<file path="src/rtl/zbuf_sram_ctrl.sv">
// Pixel-write responder: buffers rasterizer pixels, z-tests them against a packed
// 2-bit depth region of the shared SRAM, and sweeps that region on a depth clear.
module zbuf_sram_ctrl #(
    parameter int          FIFO_DEPTH = 8,
    parameter logic [17:0] ZBASE      = 18'd76800,
    parameter int          ZWORDS     = 9600
) (
    input  logic        iCLK,
    input  logic        iRST,
    input  logic        iPIX_WRITE,
    input  logic [17:0] iPIX_ADDR,
    input  logic [15:0] iPIX_COLOR,
    input  logic [1:0]  iPIX_DEPTH,
    input  logic        iZCLEAR,
    input  logic        iVIDEO_ON,
    output logic [17:0] oSRAM_ADDR,
    output logic [15:0] oSRAM_DQ,
    input  logic [15:0] iSRAM_DQ,
    output logic        oSRAM_WE,
    output logic        oSRAM_OE,
    output logic        oFIFO_FULL,
    output logic        oBUSY,
    output logic        oCLR_BUSY,
    output logic [15:0] oDROP_CNT,
    output logic [15:0] oREJECT_CNT
);
    localparam int AW = (FIFO_DEPTH > 1) ? $clog2(FIFO_DEPTH) : 1;
    localparam int CW = (ZWORDS > 1) ? $clog2(ZWORDS) : 1;
    localparam int EW = 18 + 16 + 2;

    typedef enum logic [2:0] {
        S_IDLE,
        S_RD_Z,
        S_CMP,
        S_WR_C,
        S_WR_Z,
        S_CLR
    } state_t;

    state_t r_state;
    state_t w_state_next;

    logic [EW-1:0] r_fifo_mem [FIFO_DEPTH];
    logic [AW-1:0] r_wr_ptr;
    logic [AW-1:0] r_rd_ptr;
    logic [AW:0]   r_count;
    logic          w_full;
    logic          w_empty;
    logic          w_push;
    logic          w_pop;

    logic [17:0]   r_pix_addr;
    logic [15:0]   r_pix_color;
    logic [1:0]    r_pix_depth;
    logic [15:0]   r_zword;

    logic          r_clr_pend;
    logic [CW-1:0] r_clr_idx;
    logic [CW-1:0] w_clr_idx_next;
    logic          w_clr_enter;

    logic [17:0]   r_sram_addr;
    logic [17:0]   w_sram_addr;
    logic [15:0]   r_sram_dq;
    logic [15:0]   w_sram_dq;
    logic          w_we;
    logic          w_oe;
    logic          w_reject;
    logic          w_zcap;

    logic [15:0]   r_drop_cnt;
    logic [15:0]   r_reject_cnt;

    logic [17:0]   w_zaddr;
    logic [1:0]    w_stored_depth;
    logic [15:0]   w_zmerged;

    // ---------------- pixel FIFO ----------------
    assign w_full  = (r_count == (AW+1)'(FIFO_DEPTH));
    assign w_empty = (r_count == '0);
    assign w_push  = iPIX_WRITE && !w_full;

    always_ff @(posedge iCLK) begin
        if (w_push) begin
            r_fifo_mem[r_wr_ptr] <= {iPIX_ADDR, iPIX_COLOR, iPIX_DEPTH};
        end
    end

    always_ff @(posedge iCLK) begin
        if (iRST) begin
            r_wr_ptr <= '0;
            r_rd_ptr <= '0;
            r_count  <= '0;
        end else begin
            if (w_push) begin
                r_wr_ptr <= r_wr_ptr + AW'(1);
            end
            if (w_pop) begin
                r_rd_ptr <= r_rd_ptr + AW'(1);
            end
            r_count <= r_count + (AW+1)'(w_push) - (AW+1)'(w_pop);
        end
    end

    // ---------------- depth word addressing ----------------
    assign w_zaddr        = ZBASE + {3'b000, r_pix_addr[17:3]};
    assign w_stored_depth = iSRAM_DQ[{r_pix_addr[2:0], 1'b0} +: 2];

    genvar gi;
    generate
        for (gi = 0; gi < 8; gi++) begin : g_slot
            assign w_zmerged[2*gi+1:2*gi] = (r_pix_addr[2:0] == 3'(gi)) ?
                                            r_pix_depth : r_zword[2*gi+1:2*gi];
        end
    endgenerate

    // ---------------- FSM ----------------
    always_ff @(posedge iCLK) begin
        if (iRST) begin
            r_state     <= S_IDLE;
            r_clr_idx   <= '0;
            r_sram_addr <= '0;
            r_sram_dq   <= '0;
        end else begin
            r_state     <= w_state_next;
            r_clr_idx   <= w_clr_idx_next;
            r_sram_addr <= w_sram_addr;
            r_sram_dq   <= w_sram_dq;
        end
    end

    // Address/data hold their last value outside active access states, so a
    // video stall leaves the bus unchanged.
    always_comb begin
        w_state_next   = r_state;
        w_clr_idx_next = r_clr_idx;
        w_sram_addr    = r_sram_addr;
        w_sram_dq      = r_sram_dq;
        w_we           = 1'b0;
        w_oe           = 1'b0;
        w_pop          = 1'b0;
        w_clr_enter    = 1'b0;
        w_reject       = 1'b0;
        w_zcap         = 1'b0;
        unique case (r_state)
            S_IDLE: begin
                if (r_clr_pend) begin
                    w_clr_enter    = 1'b1;
                    w_clr_idx_next = '0;
                    w_state_next   = S_CLR;
                end else if (!w_empty && !iVIDEO_ON) begin
                    w_pop        = 1'b1;
                    w_state_next = S_RD_Z;
                end
            end
            S_RD_Z: begin
                w_sram_addr = w_zaddr;
                if (!iVIDEO_ON) begin
                    w_oe         = 1'b1;
                    w_state_next = S_CMP;
                end
            end
            S_CMP: begin
                w_zcap = 1'b1;
                if (r_pix_depth <= w_stored_depth) begin
                    w_state_next = S_WR_C;
                end else begin
                    w_reject     = 1'b1;
                    w_state_next = S_IDLE;
                end
            end
            S_WR_C: begin
                w_sram_addr = r_pix_addr;
                w_sram_dq   = r_pix_color;
                if (!iVIDEO_ON) begin
                    w_we         = 1'b1;
                    w_state_next = S_WR_Z;
                end
            end
            S_WR_Z: begin
                w_sram_addr = w_zaddr;
                w_sram_dq   = w_zmerged;
                if (!iVIDEO_ON) begin
                    w_we         = 1'b1;
                    w_state_next = S_IDLE;
                end
            end
            S_CLR: begin
                w_sram_addr = ZBASE + 18'(r_clr_idx);
                w_sram_dq   = 16'hFFFF;
                if (!iVIDEO_ON) begin
                    w_we = 1'b1;
                    if (r_clr_idx == CW'(ZWORDS - 1)) begin
                        w_state_next = S_IDLE;
                    end else begin
                        w_clr_idx_next = r_clr_idx + CW'(1);
                    end
                end
            end
            default: begin
                w_state_next = S_IDLE;
            end
        endcase
    end

    // ---------------- pixel latch, clear request, counters ----------------
    always_ff @(posedge iCLK) begin
        if (iRST) begin
            r_pix_addr  <= '0;
            r_pix_color <= '0;
            r_pix_depth <= '0;
            r_zword     <= '0;
        end else begin
            if (w_pop) begin
                {r_pix_addr, r_pix_color, r_pix_depth} <= r_fifo_mem[r_rd_ptr];
            end
            if (w_zcap) begin
                r_zword <= iSRAM_DQ;
            end
        end
    end

    // A request arriving on the entry cycle still wins, so it re-runs the sweep.
    always_ff @(posedge iCLK) begin
        if (iRST) begin
            r_clr_pend <= 1'b0;
        end else if (iZCLEAR) begin
            r_clr_pend <= 1'b1;
        end else if (w_clr_enter) begin
            r_clr_pend <= 1'b0;
        end
    end

    always_ff @(posedge iCLK) begin
        if (iRST) begin
            r_drop_cnt   <= '0;
            r_reject_cnt <= '0;
        end else begin
            if (iPIX_WRITE && w_full) begin
                r_drop_cnt <= r_drop_cnt + 16'd1;
            end
            if (w_reject) begin
                r_reject_cnt <= r_reject_cnt + 16'd1;
            end
        end
    end

    assign oSRAM_ADDR  = w_sram_addr;
    assign oSRAM_DQ    = w_sram_dq;
    assign oSRAM_WE    = w_we;
    assign oSRAM_OE    = w_oe;
    assign oFIFO_FULL  = w_full;
    assign oBUSY       = (r_state != S_IDLE) || !w_empty;
    assign oCLR_BUSY   = (r_state == S_CLR);
    assign oDROP_CNT   = r_drop_cnt;
    assign oREJECT_CNT = r_reject_cnt;

endmodule

</file>
<file path="config.mk">
export PLATFORM = sky130hd
export DESIGN_NAME = zbuf_sram_ctrl
export DESIGN_NICKNAME = d
export VERILOG_FILES = /design/src/rtl/zbuf_sram_ctrl.sv
export SDC_FILE = /design/constraint.sdc
export NUM_CORES = 1
export LEC_CHECK = 0
export ABC_AREA = 1
export CORE_MARGIN = 8
export CORE_UTILIZATION = 50
export CTS_CLUSTER_DIAMETER = 50
export DETAILED_ROUTE_END_ITERATION = 10
export PLACE_DENSITY = 0.73
export SLEW_MARGIN = 25
export SYNTH_ARGS = -nofsm -noshare
export SYNTH_HDL_FRONTEND = slang
export SYNTH_SLANG_ARGS = --single-unit
</file>
<file path="constraint.sdc">
create_clock -name iCLK -period 8.6 [get_ports iCLK]
set_clock_uncertainty 0.1 [all_clocks]
set_input_delay 2.15 -clock iCLK [delete_from_list [all_inputs] [get_ports iCLK]]
set_output_delay 2.15 -clock iCLK [all_outputs]
set_load 0.02 [all_outputs]
</file>
==> key figures, run 1 <==
Global routing
  – Initial antenna violation count: 9
  – Vias in the first global route: 13,400
  – GRT Overall Usage: 0.200
  – Largest net degree at the start of global routing: 101
  – Grt total ovfl: 0
  – First-pass GRT wire length: 71.2 mm

Pwr
  – Int Pwr: 4110 uW
  – Pwr dens: 290 nW/um2
  – Sequential group share of total power: 0.417
  – Leak pwr: 0.00765 uW
  – Worst vdd ir: 0.142 mV
  – Sw frac: 0.342
  – Comb pwr share: 0.287
  – Switch Pwr: 2140 uW
  – Clk network pwr share: 0.296

Clock network
  – Clk sinks: 434
  – CTS tree: built
  – Worst-Skew Late Latency: 0.55 ns
  – CTS resizes: 0
  – Clock slew at reported path FFs: 0.07 ns
  – Setup bufs post-CTS: 0
  – CTS H-Tree Depth: 2
  – Root Driver: clkbuf_16
  – Deepest clock path buffer count: 3
  – Num CTS Buffers: 46
  – Post-CTS Hold Buffers: 0

Die
  – Die Ht: 209 um
  – Row count: 70
  – Die area: 43,700 um2
  – IO Count: 128
  – CORE AREA: 36,700 um2
  – Die width: 209 um
  – Starting density of the core: 0.508

Synth
  – Synth Flop Type: edfxtp_1
  – Cell Area, Synth: 18,600 um2
  – Fraction of registers with async set/reset: 0
  – Seq cells post-synth: 434
  – Syn. warnings: 0
  – Yosys top cell by area: edfxtp_1
  – Seq/Total Area, Yosys: 0.621
  – Synth top area share: 0.464
  – Dominant cells by area after synthesis: edfxtp_1, dfxtp_1, nor2_1, nand2_1, o21ai_0
  – Post-synth EDFFs: 288
  – Syn Nets: 2,014
  – Syn avg cell area: 9.62 um2
  – Count of distinct cell types in the synthesized netlist: 42
  – Cells after synthesis: 1,939

Drt
  – Routed met1 length: 19.7 mm
  – DRC: 0
  – Met2 WL: 20.6 mm
  – Initial DRC count: 1,090
  – Routed vias: 14,000
  – Highest metal layer with signal wires: met5
  – Drt pass-1 iters: 5
  – Routed WL: 44.6 mm
  – Via density: 5.50
  – Met3 WL post-DR: 3.14 mm
  – Post-DR wirelength/cell: 17.6 um
  – Routed Antenna Nets: 0

Timing
  – Setup TNS: 0 ns
  – Endpoints failing setup: 0
  – Max_slew headroom: 0.363
  – Final period util: 0.657
  – Least-Margin Pin Slew: 0.956 ns
  – Pins Over Slew Limit: 0
  – Worst Setup Slack, final: 2.95 ns
  – Final Hold Viols: 0
  – Final worst path period need: 5.65 ns
  – Worst hold slack: 0.361 ns
  – Fmax: 0.177 GHz
  – RSZ-0062 raised after global routing: no

Placed design
  – Pre-CTS worst setup slack: 2.96 ns
  – DP Cell Count: 2,451
  – Port Buf Inserts: 127
  – Routability cong.: 0.928
  – HPWL Detailed: 27.4 mm
  – Placed inst area: 20,200 um2

Final layout
  – Area delta synth->final: 15.8%
  – Share of layout cells above drive strength 1: 0.0633
  – Filler instances: 2,990
  – Final instance area: 21,600 um2
  – Final Non-Filler Cells: 2,540
  – Final net count: 2,106

Run
  – Max-Cap Viols: 0

Hold path
  – Worst Hold Class: flip-flop to flip-flop

Setup path
  – Crit path DAT: 3.40 ns
  – Critical path class: primary input to output pin
  – Crit-path max FO: 4
  – CP required: 6.35 ns
  – CP startpoint kind: primary input
  – Kind of end point of the critical path: output pin

Outcome
  – Status: finished clean
-- worst paths after layout --
kind                                    end   startpoint  slack, ns  depth (start not counted)
worst min register to register  r_zword[13]  r_zword[13]       0.36                          2
worst min-delay path            r_zword[13]  r_zword[13]       0.36                          2
worst max-delay path               oSRAM_WE    iVIDEO_ON       2.95                          3
worst max register to register   r_count[1]   r_state[0]       5.55                         12
-- power groups by stage --
stage	logic [uW]	clock network (uW)	registers [uW]
after floorplan	1270	0	2580
after global placement	1750	0	2640
after detailed placement	1790	0	2650
after CTS	1810	1880	2610
after global routing	2000	1970	2640
final	1790	1850	2610
-- cell type report --
cell class	instances	area [um2]	area share
clock inverters	27	188	0.00869
well taps	468	586	0.0271
clock buffers	58	1240	0.0572
inverters	144	546	0.0253
multi-input cells	1262	6060	0.281
repair buffers	143	1390	0.0642
flip-flops and latches	434	11600	0.536
diodes	4	10.0	0.000464
-- metrics by stage --
step	total power (uW)	utilization
global route	6610	0.588
CTS	6290	0.588
global placement	4390	0.549
detailed placement	4440	0.549
finish	6250	0.588
floorplan	3850	-
-- logic make-up after synthesis --
group           count (synthesis)  synth area share
compound gates                431             0.130
fa+ha+maj                      18            0.0125
flops                         434             0.621
buf+inv                       243            0.0575
simple gates                  807             0.177
xor+xnor                        6           0.00282
-- registers in the layout, summed over array words and instances (netlist names) --
register     cells
r_sram_addr     18
r_state          3
r_clr_pend       1
oDROP_CNT       16
r_fifo_mem     288
r_wr_ptr         3
r_zword         16
r_sram_dq       16
r_pix_addr      18
r_clr_idx       14
oREJECT_CNT     16
r_count          4
r_pix_color     16
r_pix_depth      2
r_rd_ptr         3
-- routing by layer --
layer | global-route usage | vias up
li1 | - | 6822
met1 | 0.268 | 6602
met2 | 0.320 | 436
met3 | 0.0434 | 89
met4 | 0.0673 | 10
met5 | 0 | -
-- cell usage after synthesis (5+ instances only) --
cell type,number
buf_6,14
nor3_1,6
nor2_2,5
o21ai_1,37
ha_1,17
nor2_1,365
buf_1,10
a21oi_1,85
buf_4,6
o21ai_0,205
clkbuf_1,45
inv_1,131
nand3_1,65
o2111ai_1,10
nand2_2,5
buf_2,24
o211ai_1,78
dfxtp_1,146
edfxtp_1,288
nand4_1,22
nand2_1,322
inv_2,10
-- layout by cell type, fill, tap and decap left out, types with 5 or more instances in the layout --
| cell type | n |
|---|---|
| a21oi_1 | 85 |
| buf_4 | 16 |
| clkbuf_1 | 8 |
| clkbuf_16 | 46 |
| clkdlybuf4s50_1 | 126 |
| clkinv_1 | 11 |
| clkinv_2 | 5 |
| dfxtp_1 | 144 |
| edfxtp_1 | 288 |
| ha_1 | 17 |
| inv_1 | 129 |
| inv_2 | 11 |
| nand2_1 | 322 |
| nand2_2 | 5 |
| nand3_1 | 65 |
| nand4_1 | 22 |
| nor2_1 | 357 |
| nor2_2 | 5 |
| nor2_4 | 10 |
| nor3_1 | 6 |
| o2111ai_1 | 10 |
| o211ai_1 | 78 |
| o21ai_0 | 205 |
| o21ai_1 | 37 |
-- critical path, stage by stage --
cell,delay (ns)
clkdlybuf4s50_1,0.50
nor2_1,0.14
clkdlybuf4s50_1,0.62
Power figures use the tool's default switching activity.
==> run 2, diff against run 1 <==
--- a/config.mk
+++ b/config.mk
@@ -10,7 +10,7 @@
 export CORE_UTILIZATION = 50
 export CTS_CLUSTER_DIAMETER = 50
 export DETAILED_ROUTE_END_ITERATION = 10
-export PLACE_DENSITY = 0.73
+export PLACE_DENSITY = 0.76
 export SLEW_MARGIN = 25
 export SYNTH_ARGS = -nofsm -noshare
 export SYNTH_HDL_FRONTEND = slang
==> constraint.sdc (replaced) <==
create_clock -name iCLK -period 4.6 [get_ports iCLK]
set_clock_uncertainty 0.1 [all_clocks]
set_input_delay 1.15 -clock iCLK [delete_from_list [all_inputs] [get_ports iCLK]]
set_output_delay 1.15 -clock iCLK [all_outputs]
set_load 0.02 [all_outputs]
==> key figures, run 2 (synthesis results as in run 1) <==
Final layout
  – Final core occ: 0.592
  – Area delta synth->final: 16.5%
  – Max reg flops: 288
  – Final Non-Filler Cells: 2,543
  – Final net count: 2,109
  – Filler instances: 2,965
  – Most frequent cells in the layout: nor2_1, nand2_1, edfxtp_1
  – Largest regs: r_fifo_mem: 288 flops, r_pix_addr: 18 flops, r_sram_addr: 18 flops
  – Most common cell after layout, fill and taps aside: nor2_1
  – Share of layout cells above drive strength 1: 0.0623
  – Reg with most FFs: r_fifo_mem

Setup path
  – CP Buf/Inv Count: 4
  – Crit path DAT: 3.04 ns
  – Max stage delay on crit path: 0.55 ns
  – Crit-path max FO: 16
  – Worst R2R End: oREJECT_CNT[14]
  – CP top delay family: buffers and inverters
  – CP startpoint kind: flip-flop
  – R2R Setup Slk: 1.84 ns
  – Critical path class: flip-flop to output pin
  – Crit-path slowest cell: clkdlybuf4s50_1
  – Kind of end point of the critical path: output pin
  – Launching point of the worst reg2reg path: r_pix_addr[1]
  – Worst path cell trace: nand2_1 > nor2_2 > inv_2 > nand2_2 > nand2_1 > inv_2 > nand3_1 > o21ai_0 > inv_1 > clkdlybuf4s50_1
  – CP required: 3.35 ns
  – Worst reg2reg path depth: 13

Timing
  – Final worst path period need: 4.29 ns
  – Max_slew headroom: 0.310
  – Fmax: 0.233 GHz
  – Setup TNS: 0 ns
  – Least-Margin Pin Slew: 1.03 ns
  – Pins Over Slew Limit: 0
  – RSZ-0062 raised after global routing: no
  – Final period util: 0.933
  – Endpoints failing setup: 0
  – Worst Setup Slack, final: 0.308 ns
  – Final Hold Viols: 0

Global routing
  – First-pass GRT wire length: 72.0 mm
  – Largest net degree at the start of global routing: 121
  – Grt total ovfl: 0
  – Vias in the first global route: 13,400
  – Initial antenna violation count: 7
  – GRT Overall Usage: 0.205
  – Met3 usage in global routing: 0.0477
  – Met2 Use GR: 0.326
  – Met1 GRT Util: 0.269
  – GRT busiest layer: met2

Run
  – Max-Cap Viols: 0

Pwr
  – Pwr dens: 552 nW/um2
  – Worst vdd ir: 0.299 mV
  – Leak pwr: 0.00771 uW
  – Pwr Total: 12,000 uW

Placed design
  – DP Cell Count: 2,454
  – HPWL Detailed: 28.4 mm
  – Pre-CTS worst setup slack: 0.938 ns
  – Port Buf Inserts: 127
  – Routability cong.: 0.938

Die
  – Row count: 70
  – Die Ht: 209 um
  – CORE AREA: 36,700 um2
  – Die area: 43,700 um2
  – IO Count: 128
  – Starting density of the core: 0.508
  – Die width: 209 um

Drt
  – Via density: 5.58
  – Routed WL: 45.6 mm
  – Routed vias: 14,200
  – DRC: 0
  – Initial DRC count: 1,521
  – Routed Antenna Nets: 0
  – Drt pass-1 iters: 5
  – Post-DR wirelength/cell: 17.9 um

Hold path
  – Hold Path Stages: 2
  – HP Start: r_zword[3]
  – Worst Hold End: r_zword[3]
  – Worst Hold Class: flip-flop to flip-flop

Clock network
  – CTS resizes: 0
  – Clock slew at reported path FFs: 0.06 ns
  – Num CTS Buffers: 46
  – CTS tree: built
  – Setup bufs post-CTS: 0
  – CTS H-Tree Depth: 2
  – Root Driver: clkbuf_16
  – Post-CTS Hold Buffers: 0
  – Deepest clock path buffer count: 3
  – Worst-Skew Late Latency: 0.59 ns
  – Clk sinks: 434

Outcome
  – Status: finished clean
-- run 2: layout make-up --
type / instances / area, um2 / area share
diodes: 4 / 10.0 / 0.000461
well taps: 468 / 586 / 0.0270
multi-input cells: 1262 / 6060 / 0.279
clock buffers: 59 / 1210 / 0.0557
flip-flops and latches: 434 / 11600 / 0.533
repair buffers: 146 / 1410 / 0.0650
inverters: 144 / 546 / 0.0251
clock inverters: 26 / 313 / 0.0144
-- run 2: tightest hold or removal path, stage by stage, from the launching register on --
cell,delay (ns)
dfxtp_1,0.29
inv_1,0.06
a21oi_1,0.06
-- run 2: worst max path at each step --
stage	slack [ns]	end	from	cells past startpoint
floorplan	1.08	r_fifo_mem[0][0]	iPIX_WRITE	4
global placement	0.99	oSRAM_OE	iVIDEO_ON	3
detailed placement	0.94	oSRAM_DQ[6]	r_state[0]	10
CTS	0.30	oSRAM_DQ[6]	r_state[0]	10
global route	0.12	oSRAM_DQ[6]	r_state[0]	10
finish	0.31	oSRAM_DQ[6]	r_state[0]	10
-- run 2: metal layers --
layer,vias to the layer above,wire (um)
met3,101,3790
met5,-,32
met4,6,1410
met1,6719,19300
met2,534,21100
li1,6822,-
-- run 2: metrics by stage --
step | cell area, um2 | hold WS [ns]
after floorplan | 18600 | 0.330
after global routing | 21700 | 0.394
after CTS | 21700 | 0.364
after detailed placement | 20200 | 0.353
final | 21700 | 0.357
after global placement | 20200 | 0.346
-- run 2: power by group --
part	switching (uW)	internal, uW
clock network	1540	2170
registers	322	4600
logic	2230	1130
total	4090	7900
